## src/rtl/serial_ck_pkg.sv

```systemverilog
// rtl/serial_ck_pkg.sv - shared state encoding and input clamps for the serial clock/data transmitter
package serial_ck_pkg;

    localparam logic [2:0] ST_IDLE = 3'd0;
    localparam logic [2:0] ST_LEAD = 3'd1;
    localparam logic [2:0] ST_PH1  = 3'd2;
    localparam logic [2:0] ST_PH2  = 3'd3;
    localparam logic [2:0] ST_TAIL = 3'd4;

    typedef enum logic [2:0] {
        IDLE = ST_IDLE,
        LEAD = ST_LEAD,
        PH1  = ST_PH1,
        PH2  = ST_PH2,
        TAIL = ST_TAIL
    } state_t;

    function automatic logic [7:0] clamp_nbits(input logic [7:0] n, input logic [7:0] w_max);
        if (n == 8'd0) return 8'd1;
        if (n > w_max) return w_max;
        return n;
    endfunction

    function automatic logic [31:0] clamp_len(input logic [31:0] n);
        return (n == 32'd0) ? 32'd1 : n;
    endfunction

endpackage

```

## src/rtl/serial_ck_timer.sv

```systemverilog
// rtl/serial_ck_timer.sv - loadable phase down-counter shared by all transmitter phases
module serial_ck_timer #(
    parameter int P_CNT_W = 16
) (
    input  logic               clk,
    input  logic               rst_n,
    input  logic               load,
    input  logic [P_CNT_W-1:0] len,
    output logic               expire
);

    logic [P_CNT_W-1:0] cnt;

    // Loaded with (length-1) so a phase lasts exactly 'length' cycles; parks at zero.
    always_ff @(posedge clk) begin
        if (!rst_n) begin
            cnt <= '0;
        end else if (load) begin
            cnt <= len;
        end else if (cnt != '0) begin
            cnt <= cnt - P_CNT_W'(1);
        end
    end

    assign expire = (cnt == '0);

endmodule

```

## src/rtl/serial_ck_tx.sv

```systemverilog
// rtl/serial_ck_tx.sv - multi-lane framed serial clock/data transmitter with start/busy/done handshake
module serial_ck_tx
    import serial_ck_pkg::*;
#(
    parameter int   P_NCH   = 1,
    parameter int   P_W     = 32,
    parameter int   P_CNT_W = 16,
    parameter logic P_CPOL  = 1'b0
) (
    input  logic                   clk,
    input  logic                   rst_n,
    input  logic                   start,
    input  logic                   abort,
    input  logic                   lsb_first,
    input  logic [7:0]             nbits,
    input  logic [P_CNT_W-1:0]     n0,
    input  logic [P_CNT_W-1:0]     n1,
    input  logic [P_CNT_W-1:0]     n2,
    input  logic [P_NCH*P_W-1:0]   data,
    output logic                   busy,
    output logic                   done,
    output logic                   cs_n,
    output logic                   sck,
    output logic [P_NCH-1:0]       sd
);

    localparam logic [7:0] W_MAX = 8'(P_W);

    state_t                 state, state_nx;
    logic [7:0]             nbits_q, nbits_nx;
    logic [7:0]             bit_cnt, bit_cnt_nx;
    logic [P_CNT_W-1:0]     n0_q, n0_nx, n1_q, n1_nx, n2_q, n2_nx;
    logic                   lsb_q, lsb_nx;
    logic [P_NCH*P_W-1:0]   data_q, data_nx;
    logic                   busy_nx, done_nx, cs_n_nx, sck_nx;
    logic [P_NCH-1:0]       sd_nx;
    logic                   more_bits;
    logic                   tmr_load;
    logic [P_CNT_W-1:0]     tmr_len;
    logic                   tmr_expire;

    function automatic logic [P_CNT_W-1:0] len_m1(input logic [P_CNT_W-1:0] n);
        return P_CNT_W'(clamp_len(32'(n)) - 32'd1);
    endfunction

    // Bit idx of the frame for every lane; MSB-first starts at bit nb-1 of the lane field.
    function automatic logic [P_NCH-1:0] pick(input logic [P_NCH*P_W-1:0] d, input logic lsb,
                                              input logic [7:0] nb, input logic [7:0] idx);
        logic [7:0]       pos;
        logic [P_NCH-1:0] r;
        pos = lsb ? idx : (nb - 8'd1 - idx);
        for (int k = 0; k < P_NCH; k++) begin
            r[k] = d[k*P_W + int'(pos)];
        end
        return r;
    endfunction

    serial_ck_timer #(.P_CNT_W(P_CNT_W)) u_timer (
        .clk    (clk),
        .rst_n  (rst_n),
        .load   (tmr_load),
        .len    (tmr_len),
        .expire (tmr_expire)
    );

    assign more_bits = (bit_cnt < nbits_q - 8'd1);

    always_comb begin
        state_nx   = state;
        nbits_nx   = nbits_q;
        bit_cnt_nx = bit_cnt;
        n0_nx      = n0_q;
        n1_nx      = n1_q;
        n2_nx      = n2_q;
        lsb_nx     = lsb_q;
        data_nx    = data_q;
        busy_nx    = busy;
        done_nx    = 1'b0;
        cs_n_nx    = cs_n;
        sck_nx     = sck;
        sd_nx      = sd;
        tmr_load   = 1'b0;
        tmr_len    = n0_q;

        case (state)
            IDLE: begin
                // The done cycle is still IDLE; a start seen there is deliberately dropped.
                if (start && !done) begin
                    nbits_nx   = clamp_nbits(nbits, W_MAX);
                    n0_nx      = len_m1(n0);
                    n1_nx      = len_m1(n1);
                    n2_nx      = len_m1(n2);
                    lsb_nx     = lsb_first;
                    data_nx    = data;
                    bit_cnt_nx = 8'd0;
                    sd_nx      = pick(data, lsb_first, clamp_nbits(nbits, W_MAX), 8'd0);
                    cs_n_nx    = 1'b0;
                    busy_nx    = 1'b1;
                    tmr_load   = 1'b1;
                    tmr_len    = len_m1(n0);
                    state_nx   = LEAD;
                end
            end
            LEAD: begin
                if (tmr_expire) begin
                    sck_nx   = !P_CPOL;
                    tmr_load = 1'b1;
                    tmr_len  = n1_q;
                    state_nx = PH1;
                end
            end
            PH1: begin
                if (tmr_expire) begin
                    sck_nx   = P_CPOL;
                    if (more_bits) sd_nx = pick(data_q, lsb_q, nbits_q, bit_cnt + 8'd1);
                    tmr_load = 1'b1;
                    tmr_len  = n2_q;
                    state_nx = PH2;
                end
            end
            PH2: begin
                if (tmr_expire) begin
                    tmr_load = 1'b1;
                    if (more_bits) begin
                        bit_cnt_nx = bit_cnt + 8'd1;
                        sck_nx     = !P_CPOL;
                        tmr_len    = n1_q;
                        state_nx   = PH1;
                    end else begin
                        tmr_len  = n0_q;
                        state_nx = TAIL;
                    end
                end
            end
            TAIL: begin
                if (tmr_expire) begin
                    busy_nx  = 1'b0;
                    cs_n_nx  = 1'b1;
                    sd_nx    = '0;
                    sck_nx   = P_CPOL;
                    done_nx  = 1'b1;
                    state_nx = IDLE;
                end
            end
            default: state_nx = IDLE;
        endcase

        if (abort) begin
            state_nx   = IDLE;
            bit_cnt_nx = 8'd0;
            busy_nx    = 1'b0;
            done_nx    = 1'b0;
            cs_n_nx    = 1'b1;
            sck_nx     = P_CPOL;
            sd_nx      = '0;
            tmr_load   = 1'b0;
        end
    end

    always_ff @(posedge clk) begin
        if (!rst_n) begin
            state   <= IDLE;
            nbits_q <= 8'd0;
            bit_cnt <= 8'd0;
            n0_q    <= '0;
            n1_q    <= '0;
            n2_q    <= '0;
            lsb_q   <= 1'b0;
            data_q  <= '0;
            busy    <= 1'b0;
            done    <= 1'b0;
            cs_n    <= 1'b1;
            sck     <= P_CPOL;
            sd      <= '0;
        end else begin
            state   <= state_nx;
            nbits_q <= nbits_nx;
            bit_cnt <= bit_cnt_nx;
            n0_q    <= n0_nx;
            n1_q    <= n1_nx;
            n2_q    <= n2_nx;
            lsb_q   <= lsb_nx;
            data_q  <= data_nx;
            busy    <= busy_nx;
            done    <= done_nx;
            cs_n    <= cs_n_nx;
            sck     <= sck_nx;
            sd      <= sd_nx;
        end
    end

endmodule

```

## config.mk

```make
export PLATFORM = sky130hd
export DESIGN_NAME = serial_ck_tx
export DESIGN_NICKNAME = d
export VERILOG_FILES = /design/src/rtl/serial_ck_pkg.sv /design/src/rtl/serial_ck_timer.sv /design/src/rtl/serial_ck_tx.sv
export SDC_FILE = /design/constraint.sdc
export NUM_CORES = 1
export LEC_CHECK = 0
export BUFFER_PORTS_ARGS = -buffer_cell sky130_fd_sc_hd__buf_2
export CAP_MARGIN = 25
export CORE_MARGIN = 3
export CORE_UTILIZATION = 40
export DETAILED_ROUTE_END_ITERATION = 8
export SYNTH_ARGS = -nofsm -noshare
export SYNTH_HDL_FRONTEND = slang
export SYNTH_SLANG_ARGS = --single-unit
```

## constraint.sdc

```tcl
create_clock -name clk -period 6.3 [get_ports clk]
set_input_delay 0.63 -clock clk [delete_from_list [all_inputs] [get_ports clk]]
set_output_delay 0.63 -clock clk [all_outputs]
set_load 0.005 [all_outputs]
```

======== Word level (Yosys, flattened, before mapping) ========
Cells that the tools add are included.
word-level totals
  register bits ........................... 121
  input bits .............................. 93
  word-level logic and storage cells ...... 122
  output and inout port bits .............. 5
operators by class
  bitwise logic cells ..................... 2
  multiplexer cells ....................... 58
  add/sub/neg operators ................... 8
  reductions and logical operators ........ 24
  equality and inequality tests ........... 12
  order comparisons ....................... 4
operators by type and width
  cell                                                                  number
  16-bit two-way mux                                                    10
  8-bit two-way mux                                                     11
  16-bit zero test                                                      4
  16-bit one-hot mux with 4 select lines                                1
  16-bit by 1-bit subtractor with 16-bit output, second input constant  4
  1-bit two-way mux                                                     21
  3-bit two-way mux                                                     6
  8-bit by 6-bit < comparator with 1-bit output, second input constant  2
  8-bit one-hot mux with 2 select lines                                 1
  16-bit nonzero test                                                   1
  8-bit by 1-bit subtractor with 8-bit output, second input constant    2
  3-bit one-hot mux with 5 select lines                                 1
  5-bit AND reduction                                                   3
  2-bit inequality test, second input constant                          7
  1-bit binary-select mux with 5-bit select                             2
  8-bit by 1-bit adder with 8-bit output, second input constant         1
  8-bit by 6-bit > comparator with 1-bit output, second input constant  1
  8-bit zero test                                                       1
  8-bit < comparator                                                    1
  8-bit subtractor                                                      1
  3-bit by 2-bit == test with 1-bit output, second input constant       2
  1-bit one-hot mux with 2 select lines                                 3
  1-bit one-hot mux with 3 select lines                                 2
  2-bit nonzero test                                                    3
  other kinds (13)                                                      17

======== Logic depth before layout (Yosys ltp) ========
Gate-level depths: netlist of the first run.
  word-level depth ........................ 17
  gate-level depth with buffers ........... 12
  depth with buffers taken out ............ 12

======== Modules after synthesis ========
From an unflattened synthesis of the first run, not the netlist that was laid out.
unflattened totals
  cell total of the unflattened synthesis .. 996
  area, all modules ....................... 7887.6 µm²
modules (own cells, without submodules)
  module           sequential area each (µm²)  cells each  area an instance (µm²)  times used
  serial_ck_tx     2102.0                      880         6947.9                  1
  serial_ck_timer  320.3                       116         939.7                   1

======== Least setup slack after synthesis of the first run ========
Ideal clock, no wire load.
  kind .................................... input to register
  start ................................... input nbits[7]
  end ..................................... register sd
  path buffers ............................ 1
  required time ........................... 6209 ps
  arrival time ............................ 3160 ps
  stages .................................. 12
  setup slack ............................. 3049 ps
  cells stage by stage .................... nor3_2 o21a_1 inv_1 ha_1 clkbuf_1 mux2i_1 a21oi_1 o21ai_0 a221oi_1 a31oi_1 a211o_1 a311oi_1
on the way
  cells in the longest elaborated chain, start to end .. 15
  elaborated cells between the ends (all ways) .. 20
  those cells by class .................... 1 x add/sub; 1 x order compare; 17 x mux; 1 x reduce/logical
ends and longest elaborated chain
  item                                           line                 text
  from (decl)                                    serial_ck_tx.sv:15   input logic [7:0] nbits,
  8-bit by 6-bit > comparator with 1-bit output  serial_ck_pkg.sv:20  if (n > w_max) return w_max;
  1-bit two-way mux (2 in a row)                 serial_ck_pkg.sv:20
  1-bit two-way mux                              serial_ck_tx.sv:88   if (start && !done) begin
  1-bit two-way mux                              serial_ck_tx.sv:85   case (state)
  8-bit two-way mux                              serial_ck_pkg.sv:21  return n;
  8-bit two-way mux *                            serial_ck_pkg.sv:20
  8-bit two-way mux *                            serial_ck_tx.sv:88
  8-bit two-way mux *                            serial_ck_tx.sv:85
  8-bit by 1-bit subtractor with 8-bit output *  serial_ck_tx.sv:51   pos = lsb ? idx : (nb - 8'd1 - idx);
  8-bit two-way mux *                            serial_ck_tx.sv:51
  1-bit binary-select mux with 5-bit select *    serial_ck_tx.sv:53   r[k] = d[k*P_W + int'(pos)];
  1-bit two-way mux (not written as such) *      serial_ck_tx.sv:53
  1-bit two-way mux *                            serial_ck_tx.sv:88
  1-bit one-hot mux with 3 select lines *        serial_ck_tx.sv:85
  to (signal assigned)                           serial_ck_tx.sv:188  sd <= sd_nx;
  to (decl)                                      serial_ck_tx.sv:24   output logic [P_NCH-1:0] sd
Mark *: on every way between the ends. The rest lies on a longest branch, timed or not. The select of a mux whose other input is x is not followed.
A chain may end at the register's enable or synchronous reset.

======== Final worst setup path of the first run ========
  start ................................... register nbits_q[0]
  end ..................................... register u_timer.cnt[12]
on the way
  cells in the longest elaborated chain, start to end .. 6
ends and longest elaborated chain
  item                                         line                   text
  from (decl)                                  serial_ck_tx.sv:30     logic [7:0] nbits_q, nbits_nx;
  from (signal assigned)                       serial_ck_tx.sv:177    nbits_q <= nbits_nx;
  8-bit by 1-bit subtractor with 8-bit output  serial_ck_tx.sv:66     assign more_bits = (bit_cnt < nbits_q - 8'd1);
  8-bit < comparator                           serial_ck_tx.sv:66
  16-bit two-way mux                           serial_ck_tx.sv:124    if (more_bits) begin
  16-bit two-way mux                           serial_ck_tx.sv:122    if (tmr_expire) begin
  16-bit one-hot mux with 4 select lines       serial_ck_tx.sv:85
  16-bit two-way mux                           serial_ck_timer.sv:18  end else if (load) begin
  to (signal assigned)                         serial_ck_timer.sv:19  cnt <= len;
  to (signal assigned)                         serial_ck_timer.sv:21  cnt <= cnt - P_CNT_W'(1);
  to (decl)                                    serial_ck_timer.sv:12  logic [P_CNT_W-1:0] cnt;
No other way between the ends.

==> flow_summary_export.csv, run 1 <==
group,metric,value,unit
power_and_ir_drop,power_leakage,3.17,nW
grt,antenna_found_initial,0,
sta,hold_viol,0,
detailed_routing,ant_nets,0,
die,io-pin-count,98,
sta,min_period,3.61,ns
clock_tree,cts_hold_buf,0,
sta,setup-violations-final,0,
sta,fmaxAchievable,277,MHz
sta,slew_headroom,0.344,
sta,fin_crit_sh,0.573,
critical_path,cp-startpoint,"nbits_q[0]",
grt,overflow,0,
detailed_routing,wl_per_cell,17.1,um
critical_path,cp-endpoint,"u_timer.cnt[12]",
clock_tree,numCtsBuffers,17,
sta,finalSetupTns,0,ns
clock_tree,clk_latency,0.41,ns
critical_path,critical_path_required,6.62,ns
grt,grt_first_pass_wirelength,33600,um
grt,grtUsageTotal,0.213,
die,rows,48,
detailed_routing,vias,6699,
layout,layout.nets,1079,
placed_design,portBuffers,97,
die,start_util,0.409,
run,max-cap-violations,0,
layout,antenna-diode-count,0,
clock_tree,clkSlewWorstSetupHoldPaths,0.05,ns
layout,fin_util,0.483,
logic_synthesis,async_reset_ff_frac,0,
power_and_ir_drop,power.density,279,nW/um^2
logic_synthesis,syn-cell-area,7100,sq um
layout,ff_latch_area,2420,sq um
critical_path,r2r_cells,12,
logic_synthesis,ys_types,68,
critical_path,cp_max_fo,9,
critical_path,r2r-start,"nbits_q[0]",
die,die_w,139,um
critical_path,end_kind,"flip-flop",
detailed_routing,drc,0,
logic_synthesis,synth_ff_type,"dfxtp_1",
power_and_ir_drop,peakVddDrop,0.185,mV
sta,worstMarginPinSlew,0.965,ns
detailed_routing,drt-vias-per-instance,5.57,
logic_synthesis,ys.warnings.count,0,
clock_tree,ctsHtreeMaxLevel,4,
worst_hold_path,holdCritPathClass,"flip-flop to flip-flop",
critical_path,arrival,3.93,ns
critical_path,cp_slowest_cell,"nor3_2",
sta,skew,0.00707,ns
layout,drive_gt1_frac,0.170,
detailed_routing,drt-total-wl,20600,um
sta,drv_slew,0,
critical_path,path_cells,"inv_1 -> ha_1 -> xor2_1 -> inv_1 -> ha_1 -> o21a_1 -> o21a_1 -> o41ai_1 -> nand2_1 -> nor3_2 -> a221oi_1 -> a311oi_1",
critical_path,critPathKind,"flip-flop to flip-flop",
sta,setup_slack,2.69,ns
logic_synthesis,ys_seq_elements,121,
clock_tree,cts_resized,0,
critical_path,worstSetupStartpointType,"flip-flop",
logic_synthesis,avgSynthCellArea,7.98,sq um
placed_design,place.gp.congestion,0.879,
clock_tree,post_cts_buffers,0,
status,status,"completed",
logic_synthesis,yosysSeqAreaShare,0.341,
clock_tree,tritoncts,"built",
critical_path,crit_path_max_incr_delay,0.60,ns
clock_tree,clock_path_buffers,2,
die,core_region_area,17400,sq um
clock_tree,cts.sinks,121,
clock_tree,clockRootBuffer,"clkbuf_16",
critical_path,r2r_slack,2.69,ns
placed_design,dp.cells,1170,
logic_synthesis,synth_nets,1004,
die,die-area,19400,sq um
sta,rsz0062_at_grt,"no",
grt,grt_max_degree,96,
logic_synthesis,syn-instance-count,890,
grt,grt_pass1_vias,6150,
layout,finalNonFillerCells,1202,
layout,multi_input_area,4430,sq um
die,dieHeight,139,um
logic_synthesis,synth_edf_count,0,
detailed_routing,first_pass_iters,5,
layout,area_growth_syn_to_layout,17.9,%
placed_design,place_hpwl,14900,um
critical_path,r2r-end,"u_timer.cnt[12]",
detailed_routing,drtIter0Drc,596,
placed_design,dp_slack,2.42,ns
layout,fill_cells,1724,
-- metal layers --
layer  track usage  vias up  routed length, um
met3        0.0498       19               1230
met2         0.309      191               8980
li1              -     3377                  -
met5             0        -                  0
met4        0.0453        0                247
met1         0.322     3112              10100
-- registers in the layout, summed over array words and instances (netlist names) --
| name | flops |
|---|---|
| data_q | 32 |
| n0_q | 16 |
| n1_q | 16 |
| n2_q | 16 |
| u_timer.cnt | 16 |
| bit_cnt | 8 |
| nbits_q | 8 |
| state | 3 |
| busy | 1 |
| cs_n | 1 |
| done | 1 |
| lsb_q | 1 |
| sck | 1 |
| sd | 1 |
-- layout by cell type, fill, tap and decap left out, types with 4 or more instances in the layout --
master,netlist,routed
a211oi_1,32,32
a21oi_1,95,95
a221oi_1,10,10
a22oi_1,8,8
a311oi_1,9,9
a31oi_1,9,9
and2_1,5,4
and3_1,4,4
buf_2,1,97
buf_4,1,7
bufinv_16,0,4
clkbuf_1,45,4
clkbuf_16,0,17
dfxtp_1,121,121
ha_1,20,20
inv_1,18,18
mux2_2,6,6
mux2i_1,16,16
mux4_2,9,9
nand2_1,136,135
nand2b_1,6,6
nand3_1,20,20
nand3b_1,7,7
nor2_1,92,92
nor2b_1,10,10
nor3_1,27,27
nor4_1,16,16
o211ai_1,4,4
o21ai_0,24,24
o22ai_1,5,5
o31a_1,4,4
or3_1,7,7
xnor2_1,27,27
xor2_1,34,34
-- worst max-delay path: cells and delay by family (launching register included) --
kind            cells  cell delay, ns
compound gates      5            1.27
xor+xnor            1            0.19
fa+ha+maj           2            0.52
buf+inv             2            0.16
flops               1            0.38
simple gates        2            1.00
-- power breakdown --
part | switching [mW] | total [mW] | internal, mW
registers | 0.0530 | 0.882 | 0.829
logic | 0.255 | 0.434 | 0.179
clock network | 0.339 | 1.02 | 0.679
total | 0.647 | 2.33 | 1.69
-- logic make-up after synthesis --
group                      Yosys count  share of synthesized area
and+or+nand+nor                    351                      0.229
adders and majority gates           21                     0.0380
muxes                               32                     0.0625
AOI/OAI and AO/OA                  236                      0.217
buffers and inverters               68                     0.0366
DFF                                121                      0.341
xor gates and xnor gates            61                     0.0752
-- cell type report --
cell class,instances,area share
Timing Repair Buffer,105,0.0675
Sequential cell,121,0.289
Clock inverter,8,0.0172
Inverter,19,0.00851
Tap cell,225,0.0336
Multi-Input combinational cell,701,0.528
Clock buffer,23,0.0559
-- stage by stage --
stage / cell area (sq um) / total power [mW] / hold WS (ns)
after CTS: 8350 / 2.34 / 0.451
after floorplan: 7100 / 1.18 / 0.432
after global routing: 8380 / 2.45 / 0.465
after detailed placement: 7740 / 1.32 / 0.443
final: 8380 / 2.33 / 0.450
after global placement: 7730 / 1.32 / 0.440
-- cell usage after synthesis (all sizes together) (5+ instances only) --
cell type | count | area share
nand2 | 136 | 0.072
dfxtp | 121 | 0.34
a21oi | 96 | 0.068
nor2 | 93 | 0.050
clkbuf | 45 | 0.024
xor2 | 34 | 0.042
a211oi | 32 | 0.034
nor3 | 30 | 0.023
o21ai | 27 | 0.019
xnor2 | 27 | 0.033
ha | 20 | 0.035
nand3 | 20 | 0.014
inv | 19 | 0.010
mux2i | 17 | 0.024
nor4 | 16 | 0.014
a221oi | 10 | 0.012
nor2b | 10 | 0.0088
or3 | 10 | 0.011
a311oi | 9 | 0.011
a31oi | 9 | 0.0079
mux4 | 9 | 0.029
a22oi | 8 | 0.0085
nand3b | 7 | 0.0074
mux2 | 6 | 0.0095
nand2b | 6 | 0.0053
and2 | 5 | 0.0044
o22ai | 5 | 0.0044
-- worst min-delay path by stage --
stage / from / endpoint / slack, ns / depth (start not counted)
2_1_floorplan: n2_q[15] / n2_q[15] / 0.43 / 2
3_3_place_gp: data_q[1] / data_q[1] / 0.44 / 2
3_5_place_dp: data_q[5] / data_q[5] / 0.44 / 2
4_1_cts: data_q[5] / data_q[5] / 0.45 / 2
5_1_grt: data[12] / data_q[12] / 0.46 / 3
6_report: data_q[5] / data_q[5] / 0.45 / 2
Note: power is estimated with default switching activity, not from simulation.
==> run 2: changes to the inputs <==
Clock period 6.3 ns to 3.6 ns, I/O delays scaled along.
==> run 2 against run 1 <==
  * Sequential power increased by 75%
  * Register-to-register slack worse by 2.3 ns
  * Critical path depth rose by 1
  * Worst hold slack got worse by 0.26 ns
  * Maximum frequency increased by 12%
  * Clock-buffer cell count shrank 5
  * Via count up 0.82%
  * Critical endpoint is now u_timer.cnt[6]
==> flow_summary_export.csv, run 2 (same netlist as run 1, synthesis figures left out) <==
group,metric,value,unit
die,io-pin-count,98,
detailed_routing,drtIter0Drc,517,
critical_path,cp_max_fo,7,
grt,grt_first_pass_wirelength,34100,um
die,die_w,139,um
clock_tree,clk_latency,0.42,ns
sta,finalSetupTns,0,ns
sta,slew_headroom,0.301,
die,die-area,19400,sq um
critical_path,r2r_slack,0.36,ns
detailed_routing,drc,0,
placed_design,dp.cells,1189,
clock_tree,cts.sinks,121,
grt,antenna_found_initial,0,
critical_path,r2r_cells,13,
layout,fill_cells,1711,
sta,fmaxAchievable,309,MHz
clock_tree,clockRootBuffer,"clkbuf_16",
critical_path,cp-endpoint,"u_timer.cnt[6]",
status,status,"completed",
grt,grt_max_degree,96,
clock_tree,clock_path_buffers,2,
critical_path,cp-startpoint,"nbits_q[0]",
grt,overflow,0,
layout,mostFrequentLayoutCell,"nand2_1",
layout,finalNonFillerCells,1220,
critical_path,end_kind,"flip-flop",
critical_path,critical_path_required,3.86,ns
detailed_routing,drt-vias-per-instance,5.54,
power_and_ir_drop,total_power,4.14,mW
critical_path,path_cells,"inv_1 -> ha_1 -> xor2_1 -> inv_1 -> ha_1 -> o21a_1 -> o21a_1 -> o41ai_1 -> buf_4 -> nand3_1 -> a211o_1 -> a221oi_2 -> nor3_1",
layout,largest_reg_flops,32,
sta,min_period,3.24,ns
die,rows,48,
power_and_ir_drop,power_leakage,3.27,nW
critical_path,arrival,3.50,ns
worst_hold_path,holdCritPathClass,"input port to flip-flop",
power_and_ir_drop,power.density,485,nW/um^2
die,start_util,0.409,
layout,layout.nets,1097,
placed_design,place_hpwl,15400,um
die,core_region_area,17400,sq um
sta,hold_viol,0,
layout,final_cell_mix,"nand2_1 (135), dfxtp_1 (121), buf_2 (97)",
critical_path,r2r-start,"nbits_q[0]",
clock_tree,tritoncts,"built",
clock_tree,ctsHtreeMaxLevel,4,
layout,antenna-diode-count,0,
layout,drive_gt1_frac,0.190,
layout,fin_util,0.492,
sta,rsz0062_at_grt,"no",
detailed_routing,ant_nets,0,
sta,fin_crit_sh,0.899,
critical_path,crit_path_max_incr_delay,0.46,ns
power_and_ir_drop,peakVddDrop,0.352,mV
critical_path,cp_slowest_cell,"a211o_1",
clock_tree,clkSlewWorstSetupHoldPaths,0.06,ns
layout,area_growth_syn_to_layout,20.1,%
detailed_routing,vias,6754,
grt,grt_pass1_vias,6407,
sta,setup-violations-final,0,
sta,drv_slew,0,
run,max-cap-violations,0,
clock_tree,cts_hold_buf,0,
die,dieHeight,139,um
detailed_routing,first_pass_iters,5,
placed_design,place.gp.congestion,0.889,
critical_path,worstSetupStartpointType,"flip-flop",
clock_tree,numCtsBuffers,17,
grt,grtUsageTotal,0.215,
critical_path,r2r-end,"u_timer.cnt[6]",
detailed_routing,wl_per_cell,17.2,um
layout,regMostFlops,"data_q",
critical_path,critPathKind,"flip-flop to flip-flop",
detailed_routing,drt-total-wl,21000,um
sta,skew,0.00981,ns
placed_design,portBuffers,97,
sta,worstMarginPinSlew,1.05,ns
## run 2: cell count changes in the layout (fill, tap and decap cells not counted), moves of 2 or more
cell / change
buf_4: +18
clkbuf_1: -4
inv_6: +3
clkinv_2: -2
clkinv_4: +2
clkinvlp_4: +2
## run 2: worst max-delay path, delay by kind of cell, from the launching register on
family,cells,cell delay [ns]
buf+inv,3,0.36
compound gates,5,1.43
flops,1,0.37
simple gates,2,0.18
fa+ha+maj,2,0.50
xor+xnor,1,0.22
## run 2: worst min path at each step
stage               start          to  cells after the start
5_1_grt           data[4]   data_q[4]                      3
2_1_floorplan    n2_q[15]    n2_q[15]                      2
6_report         data[10]  data_q[10]                      3
3_5_place_dp    data_q[1]   data_q[1]                      2
3_3_place_gp   data_q[12]  data_q[12]                      2
4_1_cts          data[14]  data_q[14]                      3
## run 2: area by class of cell
type                       count  area (sq um)  share of cell area
multi-input combinational    701          4430               0.519
clock inverter                13           193              0.0226
clock buffer                  18           439              0.0515
inverter                      19          71.3             0.00836
tap                          225           282              0.0330
timing repair buffer         123           693              0.0812
sequential                   121          2420               0.284
## run 2: power by group
group	total [mW]	leakage [nW]	internal [mW]	switching (mW)
combinational	0.776	1.97	0.326	0.450
clock	1.83	0.303	1.18	0.647
sequential	1.54	0.996	1.45	0.0888
## run 2: timing repair
item / 4_1_cts / 5_1_grt
endpoints found under the hold margin: 0 / 0
resized for setup: 0 / 1
setup buffers: 0 / 0
endpoints found under the setup margin: 0 / 1
## run 2: stage by stage
step | area [sq um] | hold WS [ns] | worst slack, ns
6_report | 8530 | 0.186 | 0.364
2_1_floorplan | 7100 | 0.432 | 0.577
3_3_place_gp | 7890 | 0.441 | 0.277
5_1_grt | 8530 | 0.187 | 0.0677
4_1_cts | 8530 | 0.176 | 0.299
3_5_place_dp | 7890 | 0.447 | 0.168
## run 2: routing by layer
| metal | vias to the layer above | track usage | wire length (um) | part of all wire |
|---|---|---|---|---|
| li1 | 3413 | - | - | - |
| met2 | 158 | 0.331 | 9460 | 0.45 |
| met5 | - | 0 | 0 | 0 |
| met1 | 3171 | 0.310 | 10200 | 0.49 |
| met4 | 0 | 0.0489 | 188 | 0.0090 |
| met3 | 12 | 0.0471 | 1110 | 0.053 |
